--- config.mk ---
export PLATFORM = sky130hd
export DESIGN_NAME = riscv_muldiv
export DESIGN_NICKNAME = d
export VERILOG_FILES = /design/src/rtl/riscv_muldiv.sv
export SDC_FILE = /design/constraint.sdc
export NUM_CORES = 1
export LEC_CHECK = 0
export ABC_AREA = 0
export CAP_MARGIN = 20
export CORE_AREA = 4 4 200 202
export DETAILED_ROUTE_END_ITERATION = 12
export DIE_AREA = 0 0 204 206
export PLACE_DENSITY_LB_ADDON = 0.1
export SYNTH_ARGS = -nofsm -noshare
export SYNTH_HDL_FRONTEND = slang
export SYNTH_SLANG_ARGS = --single-unit
--- constraint.sdc ---
create_clock -name clk -period 5.8 [get_ports clk]
set_clock_uncertainty 0.1 [all_clocks]
set_input_delay 0.58 -clock clk [delete_from_list [all_inputs] [get_ports clk]]
set_output_delay 0.58 -clock clk [all_outputs]
set_load 0.01 [all_outputs]
--- src/rtl/riscv_muldiv.sv ---
// riscv_muldiv: iterative RV32M multiply/divide unit (start/busy/done).
// Multiplies use a 32-cycle shift-add loop and divides use 32-cycle restoring
// division on operand magnitudes. A FIX cycle then applies sign correction.
// Divide-by-zero and signed overflow are resolved at the accept edge.
// Optional build macro RISCV_MULDIV_FAST_MUL_EN: all multiplies finish at the
// accept edge through a single combinational signed multiply.
module riscv_muldiv #(
  parameter int XLEN = 32
) (
  input  logic            clk,
  input  logic            rst,
  input  logic            start,
  input  logic [2:0]      funct3,
  input  logic [XLEN-1:0] rs1_data,
  input  logic [XLEN-1:0] rs2_data,
  input  logic [4:0]      rd_in,
  input  logic            cancel,
  output logic            busy,
  output logic            done,
  output logic [XLEN-1:0] result,
  output logic [4:0]      rd_out
);

  typedef enum logic [1:0] {S_IDLE, S_CALC, S_FIX, S_DONE} state_t;

  state_t            r_state;
  logic [2:0]        r_op;
  logic [4:0]        r_rd;
  logic [4:0]        r_count;
  logic [XLEN-1:0]   r_opnd;      // multiplicand magnitude or divisor magnitude
  logic [2*XLEN-1:0] r_acc;       // {high/remainder, low/multiplier/quotient}
  logic              r_sign_a;
  logic              r_sign_b;
  logic [XLEN-1:0]   r_result;
  logic [4:0]        r_rd_out;
  logic              r_busy;
  logic              r_done;

  // Operand decode at the accept edge
  logic            w_is_div;
  logic            w_a_signed;
  logic            w_b_signed;
  logic            w_sign_a;
  logic            w_sign_b;
  logic [XLEN-1:0] w_a_mag;
  logic [XLEN-1:0] w_b_mag;
  logic            w_div_zero;
  logic            w_div_ovf;
  logic            w_special;
  logic [XLEN-1:0] w_special_result;
  logic            w_fast_hit;
  logic [XLEN-1:0] w_fast_result;

  assign w_is_div   = funct3[2];
  // MUL/MULH/MULHSU treat A as signed; DIV/REM treat both as signed.
  assign w_a_signed = funct3[2] ? ~funct3[0] : (funct3 != 3'b011);
  assign w_b_signed = funct3[2] ? ~funct3[0] : ~funct3[1];
  assign w_sign_a   = w_a_signed & rs1_data[XLEN-1];
  assign w_sign_b   = w_b_signed & rs2_data[XLEN-1];
  assign w_a_mag    = w_sign_a ? -rs1_data : rs1_data;
  assign w_b_mag    = w_sign_b ? -rs2_data : rs2_data;

  assign w_div_zero = w_is_div && (rs2_data == '0);
  assign w_div_ovf  = w_is_div && !funct3[0] &&
                      (rs1_data == {1'b1, {(XLEN-1){1'b0}}}) && (rs2_data == '1);
  assign w_special  = w_div_zero | w_div_ovf;
  // funct3[1] distinguishes REM/REMU from DIV/DIVU
  assign w_special_result = w_div_zero ? (funct3[1] ? rs1_data : '1)
                                       : (funct3[1] ? '0 : {1'b1, {(XLEN-1){1'b0}}});

`ifdef RISCV_MULDIV_FAST_MUL_EN
  // Sign-extending both operands to 2*XLEN and keeping the low 2*XLEN bits of
  // the product is the same as a 33x33 signed multiply for every M-ext mode.
  logic [2*XLEN-1:0] w_fast_a;
  logic [2*XLEN-1:0] w_fast_b;
  logic [2*XLEN-1:0] w_fast_prod;
  assign w_fast_a      = {{XLEN{w_sign_a}}, rs1_data};
  assign w_fast_b      = {{XLEN{w_sign_b}}, rs2_data};
  assign w_fast_prod   = w_fast_a * w_fast_b;
  assign w_fast_hit    = ~funct3[2];
  assign w_fast_result = (funct3 == 3'b000) ? w_fast_prod[XLEN-1:0]
                                            : w_fast_prod[2*XLEN-1:XLEN];
`else
  assign w_fast_hit    = 1'b0;
  assign w_fast_result = '0;
`endif

  // One shift-add step: add multiplicand to the high half when the current
  // multiplier bit (acc[0]) is set, then shift the whole accumulator right.
  logic [XLEN:0]     w_mul_sum;
  logic [2*XLEN-1:0] w_mul_next;
  assign w_mul_sum  = {1'b0, r_acc[2*XLEN-1:XLEN]} + {1'b0, (r_acc[0] ? r_opnd : '0)};
  assign w_mul_next = {w_mul_sum, r_acc[XLEN-1:1]};

  // One restoring-division step: shift the next dividend bit into the
  // remainder, subtract the divisor if it fits, and shift the quotient bit in.
  logic [XLEN:0]     w_div_shift;
  logic              w_div_ge;
  logic [XLEN-1:0]   w_div_sub;
  logic [2*XLEN-1:0] w_div_next;
  assign w_div_shift = {r_acc[2*XLEN-1:XLEN], r_acc[XLEN-1]};
  assign w_div_ge    = w_div_shift >= {1'b0, r_opnd};
  assign w_div_sub   = w_div_shift[XLEN-1:0] - r_opnd;
  assign w_div_next  = w_div_ge ? {w_div_sub, r_acc[XLEN-2:0], 1'b1}
                                : {w_div_shift[XLEN-1:0], r_acc[XLEN-2:0], 1'b0};

  // Sign correction applied in FIX
  logic [2*XLEN-1:0] w_prod_fix;
  logic [XLEN-1:0]   w_quo_fix;
  logic [XLEN-1:0]   w_rem_fix;
  logic [XLEN-1:0]   w_fix_result;
  assign w_prod_fix = (r_sign_a ^ r_sign_b) ? -r_acc : r_acc;
  assign w_quo_fix  = (r_sign_a ^ r_sign_b) ? -r_acc[XLEN-1:0] : r_acc[XLEN-1:0];
  assign w_rem_fix  = r_sign_a ? -r_acc[2*XLEN-1:XLEN] : r_acc[2*XLEN-1:XLEN];

  // Select the architectural result word for the latched op
  always_comb begin
    w_fix_result = '0;
    case (r_op)
      3'b000:                 w_fix_result = w_prod_fix[XLEN-1:0];
      3'b001, 3'b010, 3'b011: w_fix_result = w_prod_fix[2*XLEN-1:XLEN];
      3'b100, 3'b101:         w_fix_result = w_quo_fix;
      default:                w_fix_result = w_rem_fix;
    endcase
  end

  // Control FSM with registered busy/done/result/rd_out
  always_ff @(posedge clk) begin
    if (rst) begin
      r_state  <= S_IDLE;
      r_op     <= '0;
      r_rd     <= '0;
      r_count  <= '0;
      r_opnd   <= '0;
      r_acc    <= '0;
      r_sign_a <= 1'b0;
      r_sign_b <= 1'b0;
      r_result <= '0;
      r_rd_out <= '0;
      r_busy   <= 1'b0;
      r_done   <= 1'b0;
    end else begin
      r_done <= 1'b0;
      case (r_state)
        S_IDLE, S_DONE: begin
          if (start && !cancel) begin
            r_op <= funct3;
            r_rd <= rd_in;
            if (w_special || w_fast_hit) begin
              r_result <= w_special ? w_special_result : w_fast_result;
              r_rd_out <= rd_in;
              r_done   <= 1'b1;
              r_state  <= S_DONE;
            end else begin
              r_sign_a <= w_sign_a;
              r_sign_b <= w_sign_b;
              // Divide iterates on the dividend with the divisor held aside;
              // multiply iterates on the multiplier with the multiplicand held.
              r_opnd   <= w_is_div ? w_b_mag : w_a_mag;
              r_acc    <= {{XLEN{1'b0}}, (w_is_div ? w_a_mag : w_b_mag)};
              r_count  <= '0;
              r_busy   <= 1'b1;
              r_state  <= S_CALC;
            end
          end else begin
            r_state <= S_IDLE;
          end
        end
        S_CALC: begin
          if (cancel) begin
            r_busy  <= 1'b0;
            r_state <= S_IDLE;
          end else begin
            r_acc   <= r_op[2] ? w_div_next : w_mul_next;
            r_count <= r_count + 5'd1;
            if (r_count == 5'd31) r_state <= S_FIX;
          end
        end
        S_FIX: begin
          r_busy <= 1'b0;
          if (cancel) begin
            r_state <= S_IDLE;
          end else begin
            r_result <= w_fix_result;
            r_rd_out <= r_rd;
            r_done   <= 1'b1;
            r_state  <= S_DONE;
          end
        end
        default: begin
          r_busy  <= 1'b0;
          r_state <= S_IDLE;
        end
      endcase
    end
  end

  assign busy   = r_busy;
  assign done   = r_done;
  assign result = r_result;
  assign rd_out = r_rd_out;

endmodule

==> results of run 1 <==
==> cell families after synthesis <==
family / share of synthesized area, %
and+or+nand+nor: 22.6
AOI/OAI and AO/OA: 30.2
buffers and inverters: 5.91
xor gates and xnor gates: 10.5
DFF: 20.2
adders and majority gates: 6.33
muxes: 4.19
==> how the worst max path moves through the flow <==
| stage | start | endpoint | slack (ns) | cells past startpoint |
|---|---|---|---|---|
| floorplan | r_acc[0] | r_acc[63] | 2.51 | 13 |
| global placement | rs2_data[7] | r_acc[61] | 1.36 | 10 |
| detailed placement | rs2_data[7] | r_acc[61] | 1.19 | 10 |
| CTS | r_acc[41] | r_acc[61] | 1.67 | 11 |
| global route | rs2_data[7] | r_acc[60] | 1.34 | 10 |
| finish | r_acc[41] | r_acc[62] | 1.62 | 11 |
==> power breakdown <==
group | total (mW) | internal, mW | switching [mW]
registers | 1.13 | 1.08 | 0.0534
clock network | 1.12 | 0.595 | 0.528
logic | 0.918 | 0.347 | 0.571
==> worst register-to-register path, cell delays in order (launching register included) <==
cell and delay, ns:
dfxtp_1 0.30, buf_4 0.19, ha_1 0.48, nand2_1 0.12
or3_1 0.38, a31oi_1 0.30, o211ai_1 0.27, a311oi_1 0.62
a21o_1 0.67, o311ai_0 0.35, a22oi_1 0.23, nor2_1 0.07
==> sequential cells by signal, indices dropped and copies added (netlist names) <==
signal / flops
r_sign_b: 1
rd_out: 5
r_op: 3
busy: 1
r_sign_a: 1
result: 32
r_count: 5
r_rd: 5
r_opnd: 32
done: 1
r_acc: 64
r_state: 2
==> synthesized netlist by cell type (11+ instances only) <==
cell      number
nor3_1        68
inv_1         74
ha_1          73
o21ai_1       14
a21oi_1      181
o21ai_0      140
o22ai_1       11
o211ai_1      28
nand2_1      218
or2_2         11
nand2b_1      31
nand4_1       23
and2_1        16
xor2_1        86
or3_1         15
mux2_2        32
or4_1         17
a32o_1        11
and3_1        11
o221ai_1      17
a22oi_1       15
buf_2         11
o31ai_1       34
a21o_1        35
o21a_1        17
a211oi_1      72
dfxtp_1      152
a31oi_1       24
nor4_1        19
nand3_1       31
o41ai_1       15
nor2_1       229
mux2i_1       27
clkbuf_1     134
xnor2_1       95
==> metrics by stage <==
step	worst slack [ns]	power, mW	util [%]	hold WS [ns]
2_1_floorplan	2.51	1.75	-	0.332
3_3_place_gp	1.36	2.05	43.2	0.341
3_5_place_dp	1.19	2.06	43.2	0.344
4_1_cts	1.67	3.18	44.7	0.353
5_1_grt	1.34	3.31	44.7	0.369
6_report	1.62	3.18	44.7	0.349
==> final cells by class <==
class	count	area [um^2]	share of cell area, %
multi-input combinational	1737	11200	65.2
sequential	152	3040	17.8
timing repair buffer	149	1410	8.24
tap	518	648	3.78
clock buffer	20	467	2.72
inverter	74	278	1.62
clock inverter	12	108	0.628
==> metal layers <==
layer  track usage [%]  up-vias  wire length, um
li1                  -     7774                -
met5                 0        -                0
met1              37.5     7674            27000
met3              3.55      104             3560
met4              10.5        0             2290
met2              46.6      638            28100
==> metrics, run 1 <==
status=finished clean; worst reg2reg endpoint=r_acc[62]; Min Clock Period, post-route=4.18 ns; FILL cells=4000; drt first pass iters=5; cell taking the most area after synthesis=dfxtp_1; routed len/inst=22.9 um; Hold Path Sink=result[14]; Mapped Area=15100 um^2; Final HPWL DP=47500 um; H-tree Lvls=4; vias per cell=6.08; Slew @ Worst Pin=1.05 ns; Skew-Pair Late Insertion Delay=0.46 ns; 1st-iter DRT viols=1620; slowest stage delay, CP=0.67 ns; Post-Place Cells=2629; startpoint types=flip-flop; sequential area share after synthesis=20.2%; crit path cell chain=buf_4 -> ha_1 -> nand2_1 -> or3_1 -> a31oi_1 -> o211ai_1 -> a311oi_1 -> a21o_1 -> o311ai_0 -> a22oi_1 -> nor2_1; GRT Total Usage=28.1%; largest net degree at the start of global routing=76; top cell type's share of synthesized area=20.2%; Layout Nets=2282; post-route cell area=17100 um^2; Worst path slowest cell=a21o_1; # DRC=0; Final Hold Viols=0; I/O pin count=115; max-capacitance violation count=0; Die Span Y=206 um; pwr dens=185 nW/um^2; ANT nets after route=0; antenna violations before repair=0; Fmax achieved=239 MHz; gp weighted congestion=0.986; share of cells above drive strength 1=6.53%; Slew Viols, Final=0; Starting Density=39.3%; grt ovf=0; clk sink count=152; RSZ-0062 raised after global routing=no; Post-synth EDFFs=0; Hold Path Stages=2; main flop type after synthesis=dfxtp_1; top post-synthesis cells by area=dfxtp_1 (20%), ha_1 (6.1%), a21oi_1 (6.0%); DIE AREA=42000 um^2; setup violators final=0; Reg clk slew, reported paths=0.07 ns; critical path's top delay family=compound AO/OA/AOI/OAI gates; ANT cells=0; Clock Path Buffers=2; Area growth syn-to-layout=13.8%; row cnt=72; Worst IR Drop VDD=218 uV; first-pass GRT wire length=91600 um; number of global-route vias before repair=15200; CP max FO=13; Leakage=6.48 nW; Synth cell types=79; CTS Hold Bufs=0; CTS root buffer=clkbuf_16; synthesis-stage register bit count=152; Area after DPL=16500 um^2; Register-to-Register Path Depth=11; CP Class=reg -> reg; cell count after synthesis=2118; input/output buffers=114; CTS tree=yes; worst hold path class=reg -> reg; Synth Area per Inst=7.11 um^2; Reg2Reg Setup Slack=1.62 ns; reg2reg start=r_acc[41]; CP endpoint kind=flip-flop; most frequent cells in the layout=nor2_1 (226), nand2_1 (218), a21oi_1 (180); Ys Warns=0; Slew headroom=29.7%; Final period util=72.1%; setup TNS=0 ns; Post-Route WL=60900 um; Die X=204 um; post-CTS setup buffers=0; Post-synth ARST share=0%; Buf/Inv on CP=1; Crit path arrival time=4.43 ns; # resized after CTS=0; hold_sp=result[14]; vias post-DR=16200; most common cell after layout, fill and taps aside=nor2_1; Num CTS Buffers=17; Syn Nets=2269; fin cells=2662; Critical Path RT=6.04 ns; core region area=38300 um^2
Power figures use the tool's default switching activity.
==> run 2: changes to the inputs <==
==> constraint.sdc (replaced) <==
create_clock -name clk -period 3.6 [get_ports clk]
set_clock_uncertainty 0.1 [all_clocks]
set_input_delay 0.36 -clock clk [delete_from_list [all_inputs] [get_ports clk]]
set_output_delay 0.36 -clock clk [all_outputs]
set_load 0.01 [all_outputs]
==> run 2 against run 1 <==
Effect of this change: final cell count increased by 7.1%; first-iteration DRC count increased by 8.9%; count of clock-buffer cells in the layout decreased by 2; hold slack got worse by 0.23 ns; register-to-register slack got worse by 1.5 ns; die area unchanged; combinational power increased by 85%; sequential cell count unchanged; critical path type unchanged; highest routed layer unchanged.
==> metrics, run 2 (synthesized netlist as in run 1, its figures left out) <==
CTS root buffer=clkbuf_16 (unchanged); input/output buffers=114 (unchanged); RSZ-0062 raised after global routing=yes (was no); met3 WL=3810 um (was 3560 um); CP endpoint kind=flip-flop (unchanged); Reg clk slew, reported paths=0.07 ns (about the same); ANT nets after route=0 (unchanged); Min Clock Period, post-route=3.48 ns (was 4.18 ns); max reg flops=64 (unchanged); gp weighted congestion=0.951 (was 0.986); H-tree Lvls=4 (unchanged); number of global-route vias before repair=16000 (was 15200); GRT Total Usage=28.7% (was 28.1%); routed len/inst=21.7 um (was 22.9 um); first-pass GRT wire length=93800 um (was 91600 um); Critical Path RT=3.88 ns (was 6.04 ns); Crit path arrival time=3.77 ns (was 4.43 ns); DIE AREA=42000 um^2 (unchanged); Die X=204 um (unchanged); post-CTS setup buffers=0 (unchanged); Critical Path End=r_acc[0] (was r_acc[62]); Area growth syn-to-layout=24.4% (was 13.8%); ANT cells=0 (unchanged); Levels on crit path=16 (was 11); Slew @ Worst Pin=0.747 ns (was 1.05 ns); Post-Route M1 WL=27500 um (was 27000 um); top layer in use=met4 (unchanged); Slew headroom=50.2% (was 29.7%); CTS tree=yes (unchanged); Die Span Y=206 um (unchanged); Final period util=96.7% (was 72.1%); worst reg2reg endpoint=r_acc[0] (was r_acc[62]); crit path cell chain=inv_1 -> ha_1 -> buf_4 -> nand4_1 -> or3_1 -> a31oi_4 -> o211ai_1 -> buf_4 -> a311oi_1 -> buf_4 -> a21oi_2 -> buf_12 -> buf_4 -> a21oi_1 -> a21oi_1 -> a211oi_2 (was buf_4 -> ha_1 -> nand2_1 -> or3_1 -> a31oi_1 -> o211ai_1 -> a311oi_1 -> a21o_1 -> o311ai_0 -> a22oi_1 -> nor2_1); grt ovf=0 (unchanged); largest net degree at the start of global routing=70 (was 76); CP Class=reg -> reg (unchanged); core region area=38300 um^2 (unchanged); antenna violations before repair=0 (unchanged); largest reg by FF count=r_acc (unchanged); share of cells above drive strength 1=14.5% (was 6.53%); setup TNS=0 ns (unchanged); Final Hold Viols=0 (unchanged); critical path's top delay family=compound AO/OA/AOI/OAI gates (unchanged); Post-Place Cells=2819 (was 2629); reg2reg start=r_opnd[5] (was r_acc[41]); Final HPWL DP=49500 um (was 47500 um); Worst Setup Slack, final=0.117 ns (was 1.62 ns); Fmax achieved=287 MHz (was 239 MHz); most used cell, CP=buf_4; Buf/Inv on CP=6 (was 1); worst hold path class=in -> reg (was reg -> reg); Skew-Pair Late Insertion Delay=0.47 ns (was 0.46 ns); pwr dens=289 nW/um^2 (was 185 nW/um^2); most common cell after layout, fill and taps aside=nor2_1 (unchanged); Layout Nets=2472 (was 2282); setup violators final=0 (unchanged); I/O pin count=115 (unchanged); # DRC=0 (unchanged); met2 wire len=28300 um (was 28100 um); status=finished clean (unchanged); clk sink count=152 (unchanged); slowest stage delay, CP=0.36 ns (was 0.67 ns); Hold WS=0.119 ns (was 0.349 ns); Clock Path Buffers=2 (unchanged); Worst IR Drop VDD=331 uV (was 218 uV); CP max FO=20 (was 13); Worst Setup SP=r_opnd[5] (was r_acc[41]); Starting Density=39.3% (unchanged); Register-to-Register Path Depth=16 (was 11); vias post-DR=17000 (was 16200); 1st-iter DRT viols=1764 (was 1620); Reg2Reg Setup Slack=0.12 ns (was 1.62 ns); Num CTS Buffers=17 (unchanged); pre-CTS setup slack=-0.121 ns (was 1.19 ns); row cnt=72 (unchanged); vias per cell=5.94 (was 6.08); max-capacitance violation count=0 (unchanged); Worst path slowest cell=ha_1 (was a21o_1); startpoint types=flip-flop (unchanged); Design Power=5.41 mW (was 3.18 mW); fin cells=2852 (was 2662); most frequent cells in the layout=nor2_1 (226), nand2_1 (218), buf_4 (216) (was nor2_1 (226), nand2_1 (218), a21oi_1 (180)); Post-Route WL=61900 um (was 60900 um); Leakage=7.47 nW (was 6.48 nW); drt first pass iters=6 (was 5); Slew Viols, Final=0 (unchanged)
## run 2: worst register-to-register path: cells and delay by family, from the launching register on
family / cells / cell delay [ns]
and+or+nand+nor: 2 / 0.44
buffers and inverters: 6 / 0.97
adders and majority gates: 1 / 0.36
DFF: 1 / 0.35
AOI/OAI and AO/OA: 7 / 1.20
## run 2: worst min path at each step
stage,depth (start not counted),slack (ns),startpoint,endpoint
3_3_place_gp,2,0.34,result[12],result[12]
5_1_grt,2,0.13,rst,r_op[2]
4_1_cts,2,0.10,rst,r_op[2]
3_5_place_dp,2,0.34,result[10],result[10]
6_report,2,0.12,rst,r_op[2]
2_1_floorplan,2,0.33,r_opnd[2],r_opnd[2]
## run 2: cell type report
cell class              count  area [um^2]
fillers                  3927        19600
multi-input cells        1737        11200
flip-flops and latches    152         3040
repair buffers            339         2940
well taps                 518          648
clock buffers              18          429
inverters                  74          278
clock inverters            14          161
## run 2: per-layer routing
metal,track usage (%),vias up
li1,-,8126
met1,38.1,8076
met2,47.5,644
met3,3.99,109
met4,10.9,0
met5,0,-
## run 2: timing repair
| item | 4_1_cts | 5_1_grt |
|---|---|---|
| resized for setup | 2 | 10 |
| hold buffers | 0 | 0 |
| endpoints found under the setup margin | 2 | 18 |
## run 2: power by group
part           internal (mW)  switching [mW]  total [mW]
registers               1.74          0.0633        1.80
clock network           1.04           0.866        1.90
logic                  0.714           0.985        1.70
total                   3.49            1.91        5.41
## run 2: per-stage QoR
stage / util, % / instance area (um^2)
4_1_cts: 48.8 / 18700
3_5_place_dp: 47.2 / 18100
5_1_grt: 48.9 / 18700
6_report: 48.9 / 18700
3_3_place_gp: 47.2 / 18100
2_1_floorplan: - / 15100
